==> src/rtl/rv32i_lsu_pkg.sv <==
// Shared types for the RV32I load/store unit: decoded instruction mnemonics.
package rv32i_lsu_pkg;

  typedef enum logic [5:0] {
    LUI, AUIPC, JAL, JALR,
    BEQ, BNE, BLT, BGE, BLTU, BGEU,
    LB, LH, LW, LBU, LHU,
    SB, SH, SW,
    ADDI, SLTI, SLTIU, XORI, ORI, ANDI, SLLI, SRLI, SRAI,
    ADD, SUB, SLL, SLT, SLTU, XOR, SRL, SRA, OR, AND,
    FENCE, ECALL, EBREAK
  } RV32I_INSTRUCTION_MNEMONIC_t;

endpackage

==> src/rtl/rv32i_lsu.sv <==
// RV32I load/store unit: single-outstanding req/gnt/rvalid data-memory master
// with byte-enable generation, lane replication, load extension and timeout.
module rv32i_lsu
  import rv32i_lsu_pkg::*;
#(
  parameter int unsigned TIMEOUT_CYCLES = 256
) (
  input  logic                        clk,
  input  logic                        rst,
  input  RV32I_INSTRUCTION_MNEMONIC_t mnemonic,
  input  logic                        valid_i,
  input  logic [31:0]                 addr_i,
  input  logic [31:0]                 store_data_i,
  output logic                        stall_o,
  output logic                        done_o,
  output logic [31:0]                 load_data_o,
  output logic                        misaligned_o,
  output logic                        bus_error_o,
  output logic                        mem_req_o,
  output logic                        mem_we_o,
  output logic [3:0]                  mem_be_o,
  output logic [31:0]                 mem_addr_o,
  output logic [31:0]                 mem_wdata_o,
  input  logic                        mem_gnt_i,
  input  logic                        mem_rvalid_i,
  input  logic [31:0]                 mem_rdata_i
);

  localparam int unsigned CNT_W   = (TIMEOUT_CYCLES > 1) ? $clog2(TIMEOUT_CYCLES) : 1;
  localparam int unsigned TO_LAST = (TIMEOUT_CYCLES == 0) ? 0 : TIMEOUT_CYCLES - 1;

  typedef enum logic [2:0] {
    S_IDLE, S_REQ, S_WAIT, S_DONE, S_FAULT
  } state_t;

  state_t                      state_q, state_d;
  logic [CNT_W-1:0]            cnt_q, cnt_d;
  RV32I_INSTRUCTION_MNEMONIC_t op_q, op_d;
  logic [1:0]                  addr_lo_q, addr_lo_d;
  logic                        mem_req_q, mem_req_d;
  logic                        mem_we_q, mem_we_d;
  logic [3:0]                  mem_be_q, mem_be_d;
  logic [31:0]                 mem_addr_q, mem_addr_d;
  logic [31:0]                 mem_wdata_q, mem_wdata_d;
  logic                        done_q, done_d;
  logic                        misaligned_q, misaligned_d;
  logic                        bus_error_q, bus_error_d;
  logic                        busy_q, busy_d;
  logic [31:0]                 load_data_q, load_data_d;

  logic        is_load_c, is_store_c, is_mem_c, misaligned_c, timeout_hit_c;
  logic [3:0]  be_c;
  logic [31:0] wdata_c;
  logic [7:0]  rbyte_c;
  logic [15:0] rhalf_c;
  logic [31:0] rext_c;

  // Decode of the instruction currently in execute
  always_comb begin
    is_load_c    = 1'b0;
    is_store_c   = 1'b0;
    misaligned_c = 1'b0;
    be_c         = 4'b0000;
    wdata_c      = 32'h0;
    case (mnemonic)
      LB, LBU: begin
        is_load_c = 1'b1;
        be_c      = 4'b0001 << addr_i[1:0];
      end
      LH, LHU: begin
        is_load_c    = 1'b1;
        be_c         = addr_i[1] ? 4'b1100 : 4'b0011;
        misaligned_c = addr_i[0];
      end
      LW: begin
        is_load_c    = 1'b1;
        be_c         = 4'b1111;
        misaligned_c = |addr_i[1:0];
      end
      SB: begin
        is_store_c = 1'b1;
        be_c       = 4'b0001 << addr_i[1:0];
        wdata_c    = {4{store_data_i[7:0]}};
      end
      SH: begin
        is_store_c   = 1'b1;
        be_c         = addr_i[1] ? 4'b1100 : 4'b0011;
        wdata_c      = {2{store_data_i[15:0]}};
        misaligned_c = addr_i[0];
      end
      SW: begin
        is_store_c   = 1'b1;
        be_c         = 4'b1111;
        wdata_c      = store_data_i;
        misaligned_c = |addr_i[1:0];
      end
      default: ;
    endcase
  end

  assign is_mem_c      = is_load_c | is_store_c;
  assign timeout_hit_c = (TIMEOUT_CYCLES != 0) && (cnt_q == CNT_W'(TO_LAST));

  // Lane selection and extension of returning read data
  always_comb begin
    rbyte_c = 8'h0;
    case (addr_lo_q)
      2'd0: rbyte_c = mem_rdata_i[7:0];
      2'd1: rbyte_c = mem_rdata_i[15:8];
      2'd2: rbyte_c = mem_rdata_i[23:16];
      2'd3: rbyte_c = mem_rdata_i[31:24];
      default: ;
    endcase
    rhalf_c = addr_lo_q[1] ? mem_rdata_i[31:16] : mem_rdata_i[15:0];
    case (op_q)
      LB:      rext_c = {{24{rbyte_c[7]}}, rbyte_c};
      LBU:     rext_c = {24'h0, rbyte_c};
      LH:      rext_c = {{16{rhalf_c[15]}}, rhalf_c};
      LHU:     rext_c = {16'h0, rhalf_c};
      default: rext_c = mem_rdata_i;
    endcase
  end

  // Next-state and registered-output logic
  always_comb begin
    state_d     = state_q;
    cnt_d       = cnt_q;
    op_d        = op_q;
    addr_lo_d   = addr_lo_q;
    mem_we_d    = mem_we_q;
    mem_be_d    = mem_be_q;
    mem_addr_d  = mem_addr_q;
    mem_wdata_d = mem_wdata_q;
    load_data_d = load_data_q;
    bus_error_d = 1'b0;

    case (state_q)
      S_IDLE: begin
        if (valid_i && is_mem_c) begin
          op_d      = mnemonic;
          addr_lo_d = addr_i[1:0];
          if (misaligned_c) begin
            state_d = S_FAULT;
          end else begin
            state_d     = S_REQ;
            cnt_d       = '0;
            mem_we_d    = is_store_c;
            mem_be_d    = be_c;
            mem_addr_d  = {addr_i[31:2], 2'b00};
            mem_wdata_d = is_store_c ? wdata_c : 32'h0;
          end
        end
      end
      S_REQ: begin
        if (mem_gnt_i) begin
          cnt_d   = '0;
          state_d = mem_we_q ? S_DONE : S_WAIT;
        end else if (timeout_hit_c) begin
          state_d     = S_DONE;
          bus_error_d = 1'b1;
          if (!mem_we_q) load_data_d = 32'h0;
        end else begin
          cnt_d = cnt_q + CNT_W'(1);
        end
      end
      S_WAIT: begin
        if (mem_rvalid_i) begin
          load_data_d = rext_c;
          state_d     = S_DONE;
        end else if (timeout_hit_c) begin
          state_d     = S_DONE;
          bus_error_d = 1'b1;
          load_data_d = 32'h0;
        end else begin
          cnt_d = cnt_q + CNT_W'(1);
        end
      end
      S_DONE:  state_d = S_IDLE;
      S_FAULT: state_d = S_IDLE;
      default: state_d = S_IDLE;
    endcase

    mem_req_d    = (state_d == S_REQ);
    busy_d       = (state_d == S_REQ) || (state_d == S_WAIT);
    done_d       = (state_d == S_DONE) || (state_d == S_FAULT);
    misaligned_d = (state_d == S_FAULT);
  end

  always_ff @(posedge clk or posedge rst) begin
    if (rst) begin
      state_q      <= S_IDLE;
      cnt_q        <= '0;
      op_q         <= ADDI;
      addr_lo_q    <= 2'b00;
      mem_req_q    <= 1'b0;
      mem_we_q     <= 1'b0;
      mem_be_q     <= 4'b0000;
      mem_addr_q   <= 32'h0;
      mem_wdata_q  <= 32'h0;
      done_q       <= 1'b0;
      misaligned_q <= 1'b0;
      bus_error_q  <= 1'b0;
      busy_q       <= 1'b0;
      load_data_q  <= 32'h0;
    end else begin
      state_q      <= state_d;
      cnt_q        <= cnt_d;
      op_q         <= op_d;
      addr_lo_q    <= addr_lo_d;
      mem_req_q    <= mem_req_d;
      mem_we_q     <= mem_we_d;
      mem_be_q     <= mem_be_d;
      mem_addr_q   <= mem_addr_d;
      mem_wdata_q  <= mem_wdata_d;
      done_q       <= done_d;
      misaligned_q <= misaligned_d;
      bus_error_q  <= bus_error_d;
      busy_q       <= busy_d;
      load_data_q  <= load_data_d;
    end
  end

  // Only the accept-cycle stall is combinational so the core freezes immediately
  assign stall_o      = ((state_q == S_IDLE) && valid_i && is_mem_c) || busy_q;
  assign done_o       = done_q;
  assign misaligned_o = misaligned_q;
  assign bus_error_o  = bus_error_q;
  assign load_data_o  = load_data_q;
  assign mem_req_o    = mem_req_q;
  assign mem_we_o     = mem_we_q;
  assign mem_be_o     = mem_be_q;
  assign mem_addr_o   = mem_addr_q;
  assign mem_wdata_o  = mem_wdata_q;

endmodule

==> config.mk <==
export PLATFORM = sky130hd
export DESIGN_NAME = rv32i_lsu
export DESIGN_NICKNAME = d
export VERILOG_FILES = /design/src/rtl/rv32i_lsu_pkg.sv /design/src/rtl/rv32i_lsu.sv
export SDC_FILE = /design/constraint.sdc
export NUM_CORES = 1
export LEC_CHECK = 0
export CAP_MARGIN = 30
export CORE_MARGIN = 4
export CORE_UTILIZATION = 46
export CTS_CLUSTER_SIZE = 16
export DETAILED_ROUTE_END_ITERATION = 7
export PLACE_DENSITY = 0.79
export SLEW_MARGIN = 15
export SYNTH_ARGS = -nofsm -noshare
export SYNTH_HDL_FRONTEND = slang
export SYNTH_SLANG_ARGS = --single-unit
export TNS_END_PERCENT = 1
==> constraint.sdc <==
create_clock -name clk -period 4.2 [get_ports clk]
set_input_delay 0.63 -clock clk [delete_from_list [all_inputs] [get_ports clk]]
set_output_delay 0.63 -clock clk [all_outputs]
set_load 0.05 [all_outputs]
==> run_results.csv <==
group,metric,value,unit
job,cap_violations,0,
timing,fin_skew,0.01615,ns
timing,setup_tns,0,ns
die,rows,41,
route,dr_wl_met2,8.459,mm
worst_setup_path,critPathArrivalTime,2.79,ns
global_routing,grt_pass1_wl,27.92,mm
timing,setup_viol_count_final,0,
timing,slew_headroom,0.3866,
worst_setup_path,cpPeakStageDelay,0.61,ns
power_and_ir_drop,pwr-share-seq,0.307,
timing,worstMarginPinSlew,0.9202,ns
die,start_util,0.4765,
yosys,synthXorXnorAreaFrac,0.001439,
yosys,yosysSeqAreaShare,0.5061,
worst_setup_path,cp_max_fo,18,
cts,cts_made_buffers,17,
yosys,ys_types,57,
final_layout,multiInputGateArea,2781,um2
placed_design,gp_congestion,0.9024,
yosys,synthSimpleGateAreaFrac,0.09949,
power_and_ir_drop,switching_share,0.4165,
worst_setup_path,cp_top_family,"simple AND/OR/NAND/NOR gates",
power_and_ir_drop,ir_worst_vdd,0.0004975,V
timing,min_period_over_period,0.8135,
yosys,synth-compound-area-share,0.1552,
cts,ctsHtreeMaxLevel,4,
worst_setup_path,cp_data_required_time,3.57,ns
cts,clock_path_buffers,2,
timing,hold_viol,0,
route,wl_met3,1.992,mm
die,die_w,123.0,um
global_routing,first_global_vias,5433,
die,core_area,12770,um2
global_routing,grt_max_degree,65,
power_and_ir_drop,power-per-cell-area,693.5,nW/um2
route,top_layer_used,"met4",
route,first_iter_violations,387,
power_and_ir_drop,comb_power_share,0.476,
route,avgViaCountPerCell,5.715,
cts,cts_tree,"yes",
cts,ctsResizeCount,0,
yosys,synth_cells,514,
outcome,status,"complete, no violations",
cts,ctsHoldBuffers,0,
route,drtPass1Iterations,5,
yosys,avgSynthCellArea,11.84,um2
power_and_ir_drop,power.switching,2.571,mW
worst_setup_path,critPathLaunchType,"primary input",
yosys,synth-edff-count,0,
yosys,async_reset_ff_frac,1.000,
global_routing,antenna_found_initial,0,
route,num_vias,5178,
yosys,synth_top_family_by_area,"multiplexers",
global_routing,grt_use_total,0.2388,
final_layout,fin_nets,829,
route,wl,17.91,mm
worst_setup_path,crit_buf_inv,3,
route,wl_met1,7.211,mm
timing,fmax,292.7,MHz
final_layout,diodes,0,
power_and_ir_drop,p_int,3.601,mW
final_layout,seqCellArea,3080,um2
yosys,synth.area.top_cells,"dfrtp_1 (50%), mux2_2 (10%), mux2_4 (4.9%)",
die,dieHeight,123.0,um
cts,root_buffer,"clkbuf_16",
placed_design,post-place-cells,873,
worst_setup_path,cp_slowest_cell,"or4b_4",
final_layout,syn2layout_area_growth,46.21,%
final_layout,drive_gt1_frac,0.1866,
yosys,synth_most_common_cell,"dfrtp_1",
final_layout,final_cells,906,
min_path,hold_path_class,"reg -> reg",
route,wl_per_cell,19.77,um
yosys,synth_common_cells,"dfrtp_1 (121), mux2_2 (55), nand2_1 (37)",
yosys,yosys.area.top_type,"dfrtp_1",
timing,rsz0062_at_grt,"false",
route,ant_nets,0,
yosys,synthMuxAreaShare,0.1955,
global_routing,grt_overflow_total,0,
worst_setup_path,worstSetupEndpointType,"output port",
timing,period_needed,3.417,ns
yosys,ys_ff_latch,123,
final_layout,n_fill_cell,904,
placed_design,dp_hpwl,13.30,mm
yosys,synth_warnings,0,
yosys,yosys.area.top_type_share,0.4974,
timing,maxSlewViolCount,0,
cts,clk_latency,0.42,ns
die,dieArea,15140,um2
worst_setup_path,path_cells,"clkdlybuf4s50_1 -> or4b_4 -> o21ai_0 -> and3_1 -> buf_4 -> or2_2 -> buf_12",
yosys,yosys_most_used_dff,"dfrtp_1",
yosys,syn-cell-area,6087,um2
die,io_pins,213,
power_and_ir_drop,leakage,3.735,nW
yosys,yosys.area_share.adder,0.002055,
cts,clock_sinks,123,
cts,clkTransAtPathRegs,0.05,ns
cts,post_cts_buffers,0,
route,drc,0,
placed_design,port_buffers,210,
worst_setup_path,worstSetupPathType,"in -> out",
power_and_ir_drop,clockPowerShare,0.217,
area by class of cell:
| type | instances | area share |
|---|---|---|
| well taps | 172 | 0.02418 |
| inverters | 14 | 0.006186 |
| multi-input cells | 341 | 0.3125 |
| repair buffers | 224 | 0.2502 |
| clock buffers | 29 | 0.05624 |
| clock inverters | 3 | 0.004499 |
| flip-flops and latches | 123 | 0.3461 |
flip-flops by register name, indices dropped and copies added (netlist names):
name / count
load_data_o: 32
mem_wdata_o: 32
mem_addr_o: 30
cnt_q: 8
op_q: 6
mem_be_o: 4
state_q: 3
addr_lo_q: 2
bus_error_o: 1
busy_q: 1
done_o: 1
mem_req_o: 1
mem_we_o: 1
misaligned_o: 1
cell families after synthesis:
kind of cell               after synthesis
xor gates and xnor gates                 1
muxes                                   92
AOI/OAI and AO/OA                      129
buffers and inverters                   51
other                                    1
and+or+nand+nor                        116
adders and majority gates                1
DFF                                    123
metal layers:
metal | GRT usage | up-vias
li1 | - | 2345
met1 | 0.2961 | 2523
met2 | 0.3799 | 286
met3 | 0.1006 | 24
met4 | 0.07751 | 0
met5 | 0 | -
final timing paths:
| check | cells after the start | start | endpoint | slack [ns] |
|---|---|---|---|---|
| max | 7 | mnemonic[2] | stall_o | 0.78 |
| min | 1 | load_data_o[14]$_DFFE_PP0P_ | load_data_o[14]$_DFFE_PP0P_ | 0.48 |
| max reg2reg | 5 | addr_lo_q[1]$_DFFE_PP0P_ | load_data_o[20]$_DFFE_PP0P_ | 1.75 |
| min reg2reg | 1 | load_data_o[14]$_DFFE_PP0P_ | load_data_o[14]$_DFFE_PP0P_ | 0.48 |
| max in group asynchronous | 3 | rst | mem_addr_o[26]$_DFFE_PP0P_ | 2.54 |
| min in group asynchronous | 2 | rst | mem_addr_o[28]$_DFFE_PP0P_ | 0.72 |
through the flow:
step	utilization	power (mW)	setup WS (ns)	area, um2	hold WS, ns
after global placement	0.6540	4.790	0.8902	8354	0.4762
after CTS	0.6963	6.212	0.7911	8895	0.4897
after detailed placement	0.6540	4.851	0.7853	8354	0.4784
after floorplan	-	3.812	0.3024	6091	0.4792
final	0.6967	6.172	0.7832	8900	0.4849
after global routing	0.6967	6.452	0.6707	8900	0.5099
cell usage in the layout (no fill, tap or decap), drive strengths merged, types with 3 or more instances in the layout:
cell type      netlist  final
clkdlybuf4s50        0    209
dfrtp              121    121
mux2                75     75
nand2               37     37
o21ai               31     31
clkbuf              20     29
a221o               23     23
nor2                22     22
a21oi               21     21
buf                 17     15
inv                 14     14
a22o                11     11
mux2i                9      9
nand4                9      9
o2bb2ai              9      9
mux4                 8      8
a32oi                7      7
nand2b               6      6
nor4                 6      6
o22a                 5      5
nor3                 4      4
nor2b                4      4
a31oi                4      4
nand3                4      4
nor3b                3      3
and3                 3      3
or2                  3      3
or3                  3      3
or3b                 3      3
power groups by stage:
stage / combinational, mW / clock, mW / sequential (mW)
6_report: 2.94 / 1.34 / 1.89
5_1_grt: 3.08 / 1.42 / 1.95
4_1_cts: 2.96 / 1.36 / 1.89
3_5_place_dp: 2.94 / 0 / 1.91
3_3_place_gp: 2.90 / 0 / 1.89
2_1_floorplan: 0.860 / 0 / 2.95
(Power assumes the default switching activity.)
